### src/rtl/fp16_align_stage.sv
// FP16 add/sub mantissa alignment: stage 1 picks the larger-exponent operand,
// stage 2 right-shifts the smaller mantissa and folds the lost bits into G/R/S.
module fp16_align_stage #(
  parameter int MW = 11,
  parameter int EW = 5
) (
  input  logic          clk_i,
  input  logic          rst_ni,
  input  logic          in_valid_i,
  output logic          in_ready_o,
  input  logic [EW-1:0] exp_a_i,
  input  logic [EW-1:0] exp_b_i,
  input  logic [EW-1:0] exp_diff_i,
  input  logic          a_ge_b_i,
  input  logic [MW-1:0] mant_a_i,
  input  logic [MW-1:0] mant_b_i,
  input  logic          sign_a_i,
  input  logic          sign_b_i,
  output logic          out_valid_o,
  input  logic          out_ready_i,
  output logic [EW-1:0] exp_o,
  output logic [MW+2:0] mant_l_o,
  output logic [MW+2:0] mant_s_o,
  output logic          sign_l_o,
  output logic          sign_s_o,
  output logic          swapped_o
);

  localparam int XW = MW + 3;

  logic          s1_valid_reg;
  logic [EW-1:0] s1_exp_reg;
  logic [EW-1:0] s1_shamt_reg;
  logic [MW-1:0] s1_mant_l_reg;
  logic [MW-1:0] s1_mant_s_reg;
  logic          s1_sign_l_reg;
  logic          s1_sign_s_reg;
  logic          s1_swapped_reg;

  logic          s2_valid_reg;
  logic [EW-1:0] s2_exp_reg;
  logic [XW-1:0] s2_mant_l_reg;
  logic [XW-1:0] s2_mant_s_reg;
  logic          s2_sign_l_reg;
  logic          s2_sign_s_reg;
  logic          s2_swapped_reg;

  logic          s1_advance;
  logic          s2_advance;
  logic          in_fire;

  assign s2_advance = !s2_valid_reg || out_ready_i;
  assign s1_advance = !s1_valid_reg || s2_advance;
  assign in_ready_o = s1_advance;
  assign in_fire    = in_valid_i && s1_advance;

  // B wins only when the subtractor says exp_a < exp_b; the distance is then the negated difference.
  logic [EW-1:0] shamt_next;
  assign shamt_next = a_ge_b_i ? exp_diff_i : (~exp_diff_i + EW'(1));

  always_ff @(posedge clk_i or negedge rst_ni) begin
    if (!rst_ni) begin
      s1_valid_reg   <= 1'b0;
      s1_exp_reg     <= '0;
      s1_shamt_reg   <= '0;
      s1_mant_l_reg  <= '0;
      s1_mant_s_reg  <= '0;
      s1_sign_l_reg  <= 1'b0;
      s1_sign_s_reg  <= 1'b0;
      s1_swapped_reg <= 1'b0;
    end else if (s1_advance) begin
      s1_valid_reg <= in_valid_i;
      if (in_fire) begin
        s1_exp_reg     <= a_ge_b_i ? exp_a_i  : exp_b_i;
        s1_shamt_reg   <= shamt_next;
        s1_mant_l_reg  <= a_ge_b_i ? mant_a_i : mant_b_i;
        s1_mant_s_reg  <= a_ge_b_i ? mant_b_i : mant_a_i;
        s1_sign_l_reg  <= a_ge_b_i ? sign_a_i : sign_b_i;
        s1_sign_s_reg  <= a_ge_b_i ? sign_b_i : sign_a_i;
        s1_swapped_reg <= !a_ge_b_i;
      end
    end
  end

  logic [XW-1:0] small_ext;
  logic [XW-1:0] shifted;
  logic [XW-1:0] lost_bits;
  logic          big_shift;
  logic [XW-1:0] mant_s_next;

  assign small_ext = {s1_mant_s_reg, 3'b000};
  assign shifted   = small_ext >> s1_shamt_reg;
  assign big_shift = s1_shamt_reg >= EW'(XW);

  // A bit is lost when its position lies below the shift distance.
  generate
    for (genvar gi = 0; gi < XW; gi++) begin : g_lost
      localparam logic [EW-1:0] IDX = EW'(gi);
      assign lost_bits[gi] = small_ext[gi] && (IDX < s1_shamt_reg);
    end
  endgenerate

  always_comb begin
    mant_s_next = '0;
    if (big_shift) begin
      mant_s_next = {{(XW-1){1'b0}}, |s1_mant_s_reg};
    end else begin
      mant_s_next = {shifted[XW-1:1], shifted[0] | (|lost_bits)};
    end
  end

  always_ff @(posedge clk_i or negedge rst_ni) begin
    if (!rst_ni) begin
      s2_valid_reg   <= 1'b0;
      s2_exp_reg     <= '0;
      s2_mant_l_reg  <= '0;
      s2_mant_s_reg  <= '0;
      s2_sign_l_reg  <= 1'b0;
      s2_sign_s_reg  <= 1'b0;
      s2_swapped_reg <= 1'b0;
    end else if (s2_advance) begin
      s2_valid_reg <= s1_valid_reg;
      if (s1_valid_reg) begin
        s2_exp_reg     <= s1_exp_reg;
        s2_mant_l_reg  <= {s1_mant_l_reg, 3'b000};
        s2_mant_s_reg  <= mant_s_next;
        s2_sign_l_reg  <= s1_sign_l_reg;
        s2_sign_s_reg  <= s1_sign_s_reg;
        s2_swapped_reg <= s1_swapped_reg;
      end
    end
  end

  assign out_valid_o = s2_valid_reg;
  assign exp_o       = s2_exp_reg;
  assign mant_l_o    = s2_mant_l_reg;
  assign mant_s_o    = s2_mant_s_reg;
  assign sign_l_o    = s2_sign_l_reg;
  assign sign_s_o    = s2_sign_s_reg;
  assign swapped_o   = s2_swapped_reg;

endmodule

### config.mk
export PLATFORM = sky130hd
export DESIGN_NAME = fp16_align_stage
export DESIGN_NICKNAME = d
export VERILOG_FILES = /design/src/rtl/fp16_align_stage.sv
export SDC_FILE = /design/constraint.sdc
export NUM_CORES = 1
export LEC_CHECK = 0
export CAP_MARGIN = 20
export CORE_ASPECT_RATIO = 0.9
export CORE_MARGIN = 2
export CORE_UTILIZATION = 45
export DETAILED_ROUTE_END_ITERATION = 16
export GPL_TIMING_DRIVEN = 0
export PLACE_DENSITY = 0.76
export SKIP_LAST_GASP = 1
export SLEW_MARGIN = 40
export SYNTH_ARGS = -nofsm -noshare
export SYNTH_HDL_FRONTEND = slang
export SYNTH_SLANG_ARGS = --single-unit
### constraint.sdc
create_clock -name clk_i -period 1.5 [get_ports clk_i]
set_input_delay 0.3 -clock clk_i [delete_from_list [all_inputs] [get_ports clk_i]]
set_output_delay 0.3 -clock clk_i [all_outputs]
set_load 0.005 [all_outputs]
==> impl_metrics.yaml <==
sta:
  minimum_period_implied_by_the_final_worst_setup_slack_ns: 1.71
  timing.clock.skew_ns: 0.00923
  hold_viol_final: 0
  final.period_utilization_pct: 114
  setup_slack_ns: -0.207
  grt_setup_unrepaired: "true"
  timing.final.max_slew_violations: 0
  setup_viol: 7
  max_clock_freq_mhz: 586
grt:
  grt_start_max_net_pins: 45
  first_global_vias: 3138
  groute.usage.overall_pct: 22.8
  grt_overflow: 0
  wire_length_of_the_first_global_routing_pass_mm: 15.4
  initial_antenna_violation_count: 0
placement:
  gp_congestion: 0.921
  portBuffers: 77
  hpwlAfterDp_mm: 6.67
  placedInstanceArea_um2: 4480
  place_worst_setup_slack_ns: -0.539
synth:
  most_instantiated_library_cell_after_synthesis: "sky130_fd_sc_hd__nand2_1"
  async_reset_ff_share_pct: 100
  yosys-top-cells-area: "sky130_fd_sc_hd__dfrtp_1 49%, sky130_fd_sc_hd__nand2_1 12%, sky130_fd_sc_hd__mux2i_1 11%"
  post_synth.cell_area_avg_um2: 9.17
  commonest_cells_in_the_synthesized_netlist: "110 x sky130_fd_sc_hd__nand2_1, 70 x sky130_fd_sc_hd__dfrtp_1, 49 x sky130_fd_sc_hd__o21ai_0, 39 x sky130_fd_sc_hd__mux2i_1, 21 x sky130_fd_sc_hd__nor2_1"
  synth_flop_cell: "sky130_fd_sc_hd__dfrtp_1"
  yosysWarnings: 0
  number_of_synthesized_flops_with_an_enable_pin: 0
  synthDominantCellAreaShare_pct: 49.2
  ys_seq_elements: 70
  cell_area_synth_um2: 3560
  netlist_instances: 388
  yosys.area.top_type: "sky130_fd_sc_hd__dfrtp_1"
  netlist-cell-type-count: 43
  synth_seq_area_share_pct: 49.2
power:
  seq_pwr_share_pct: 43.1
  switching_power_uw: 1800
  static_leakage_uw: 0.00255
  clock_power_share_pct: 26.5
  switching_share_pct: 31.2
  internal_power_uw: 3980
  comb_power_share_pct: 30.4
  p_total_uw: 5780
  power.density_cell_area_nw_per_um2: 1180
  ir_drop_uv: 704
setup_path:
  regToRegSetupSlack_ns: -0.21
  reg2reg_to: "mant_s_o[2]$_DFFE_PN0P_"
  worst-setup-path-type: "reg2reg"
  slowest_stage: "sky130_fd_sc_hd__mux4_2"
  endpoint_of_the_worst_setup_timing_path: "mant_s_o[2]$_DFFE_PN0P_"
  crit-reg2reg-launch: "s1_shamt_reg[0]$_DFFE_PN0P_"
  slowest_delay_ns: 0.51
  critPathArrivalTime_ns: 1.97
  cp_cell_sequence: "buf_6 -> mux2i_4 -> mux4_2 -> nor2_1 -> a31oi_1 -> a21oi_1"
  worstSetupEndpointType: "flip-flop"
  critical_path.startpoint: "s1_shamt_reg[0]$_DFFE_PN0P_"
  worstPathRequired_ns: 1.76
  start_kind: "flip-flop"
  crit_path_max_fanout: 5
  r2r_cells: 6
die:
  floorplan.die_area_um2: 8640
  floorplan.die.width_um: 97.8
  io_pins: 82
  core_um2: 7620
  floorplan.rows: 30
  chipHeight_um: 88.4
  effective_utilization_at_floorplan_pct: 46.7
detailed_routing:
  post-route-drc-count: 0
  wl_per_cell_um: 15.5
  routed_wirelength_mm: 9.20
  avgViaCountPerCell: 5.26
  drtPass1Iterations: 4
  vias: 3114
  drt.antenna.violating_nets: 0
  drtIter0Drc: 205
layout:
  fillers: 668
  final_design_area_no_fill_um2: 4910
  num_antenna_cells: 0
  postLayoutCoreUtil_pct: 64.4
  layout_cells_sized_above_1_pct: 16.1
  finish.net_count: 536
  largest_reg_flops: 14
  synthToLayoutAreaGrowth_pct: 37.9
job:
  timing.max_cap.violations: 0
cts:
  clkSinkCount: 70
  cts-root-buf: "sky130_fd_sc_hd__clkbuf_8"
  ctsHtreeMaxLevel: 3
  worst_setup_hold_path_clk_slew_ns: 0.07
  cts_tree: "done"
  max-clock-path-buffers: 2
  clock_latency_on_the_worst_skew_pair_ns: 0.34
  cts-buffers-inserted: 9
run_status:
  status: "complete, but fails checks"
  failing_checks: "negative setup slack"
min_path:
  hp-class: "in2async"
==> metrics by stage <==
step	hold WS (ns)	instances	TNS, ns
after floorplan	0.00441	390	-0.198
after global placement	0.445	563	-176.64
after detailed placement	0.181	564	-26.20
after CTS	0.382	589	-1.01
after global routing	0.406	592	-1.85
final	0.388	592	-1.11
==> critical path: cells and delay by family (launching register included) <==
kind                   cells  cell delay [ns]
multiplexers               2             0.71
AO/OA/AOI/OAI              2             0.18
AND/OR/NAND/NOR            1             0.13
flip-flops                 1             0.45
buffers and inverters      1             0.16
==> cells by family after synthesis <==
group                      Yosys count  share of synthesized area, %
DFF                                 70                          49.2
buffers and inverters               35                          4.46
adders and majority gates            1                         0.351
and+or+nand+nor                    151                          17.2
xor gates and xnor gates             3                         0.738
muxes                               47                          15.2
other                                1                         0.105
AOI/OAI and AO/OA                   80                          12.8
==> layout by cell type (no fill, tap or decap), drive strengths merged, types with 4 or more instances in the layout <==
cell type,netlist,routed
a21oi,15,15
buf,12,30
clkbuf,18,26
clkdlybuf4s50,0,41
clkinv,1,4
dfrtp,70,70
dlygate4sd2,0,17
dlymetal6s2s,0,17
inv,4,4
mux2i,39,39
mux4,5,5
nand2,110,110
nand3,5,5
nor2,21,21
o21ai,49,49
==> power groups by stage <==
stage	clock, µW	combinational, µW	sequential [µW]
2_1_floorplan	0	880	2440
3_3_place_gp	0	1650	2470
3_5_place_dp	0	1680	2480
4_1_cts	1560	1750	2480
5_1_grt	1650	1960	2540
6_report	1530	1760	2490
==> worst min path at each step <==
stage | start | endpoint | slack, ns | cells after the start
global route | rst_ni | out_valid_o$_DFFE_PN0P_ | 0.41 | 2
finish | rst_ni | s1_valid_reg$_DFFE_PN0N_ | 0.39 | 2
detailed placement | rst_ni | s1_valid_reg$_DFFE_PN0N_ | 0.18 | 1
global placement | s1_mant_l_reg[4]$_DFFE_PN0P_ | mant_l_o[7]$_DFFE_PN0P_ | 0.45 | 2
CTS | rst_ni | s1_valid_reg$_DFFE_PN0N_ | 0.38 | 2
floorplan | rst_ni | exp_o[0]$_DFFE_PN0P_ | 0.004 | 0
==> metal layers <==
| layer | wire [µm] | share of wire (%) | GRT usage (%) | vias to the layer above |
|---|---|---|---|---|
| li1 | - | - | - | 1523 |
| met1 | 4230 | 46 | 31.0 | 1485 |
| met2 | 4380 | 48 | 38.3 | 98 |
| met3 | 494 | 5.4 | 4.82 | 8 |
| met4 | 88 | 0.96 | 5.05 | 0 |
| met5 | 0 | 0 | 0 | - |
==> timing repair <==
action,4_1_cts,5_1_grt
endpoints found under the setup margin,67,71
gates cloned,1,0
pin swaps,3,1
setup buffers,9,5
resized for setup,47,36
hold endpoints to repair,26,0
hold buffers,1,0
==> layout make-up <==
type,count,area [µm²],area share (%)
Buffer,26,151,3.08
Tap cell,96,120,2.45
Inverter,5,20.0,0.408
Clock inverter,4,45.0,0.917
Sequential cell,70,1750,35.7
Timing Repair Buffer,94,932,19.0
Clock buffer,12,155,3.16
Multi-Input combinational cell,285,1730,35.3
Note: power is estimated with default switching activity, not from simulation.
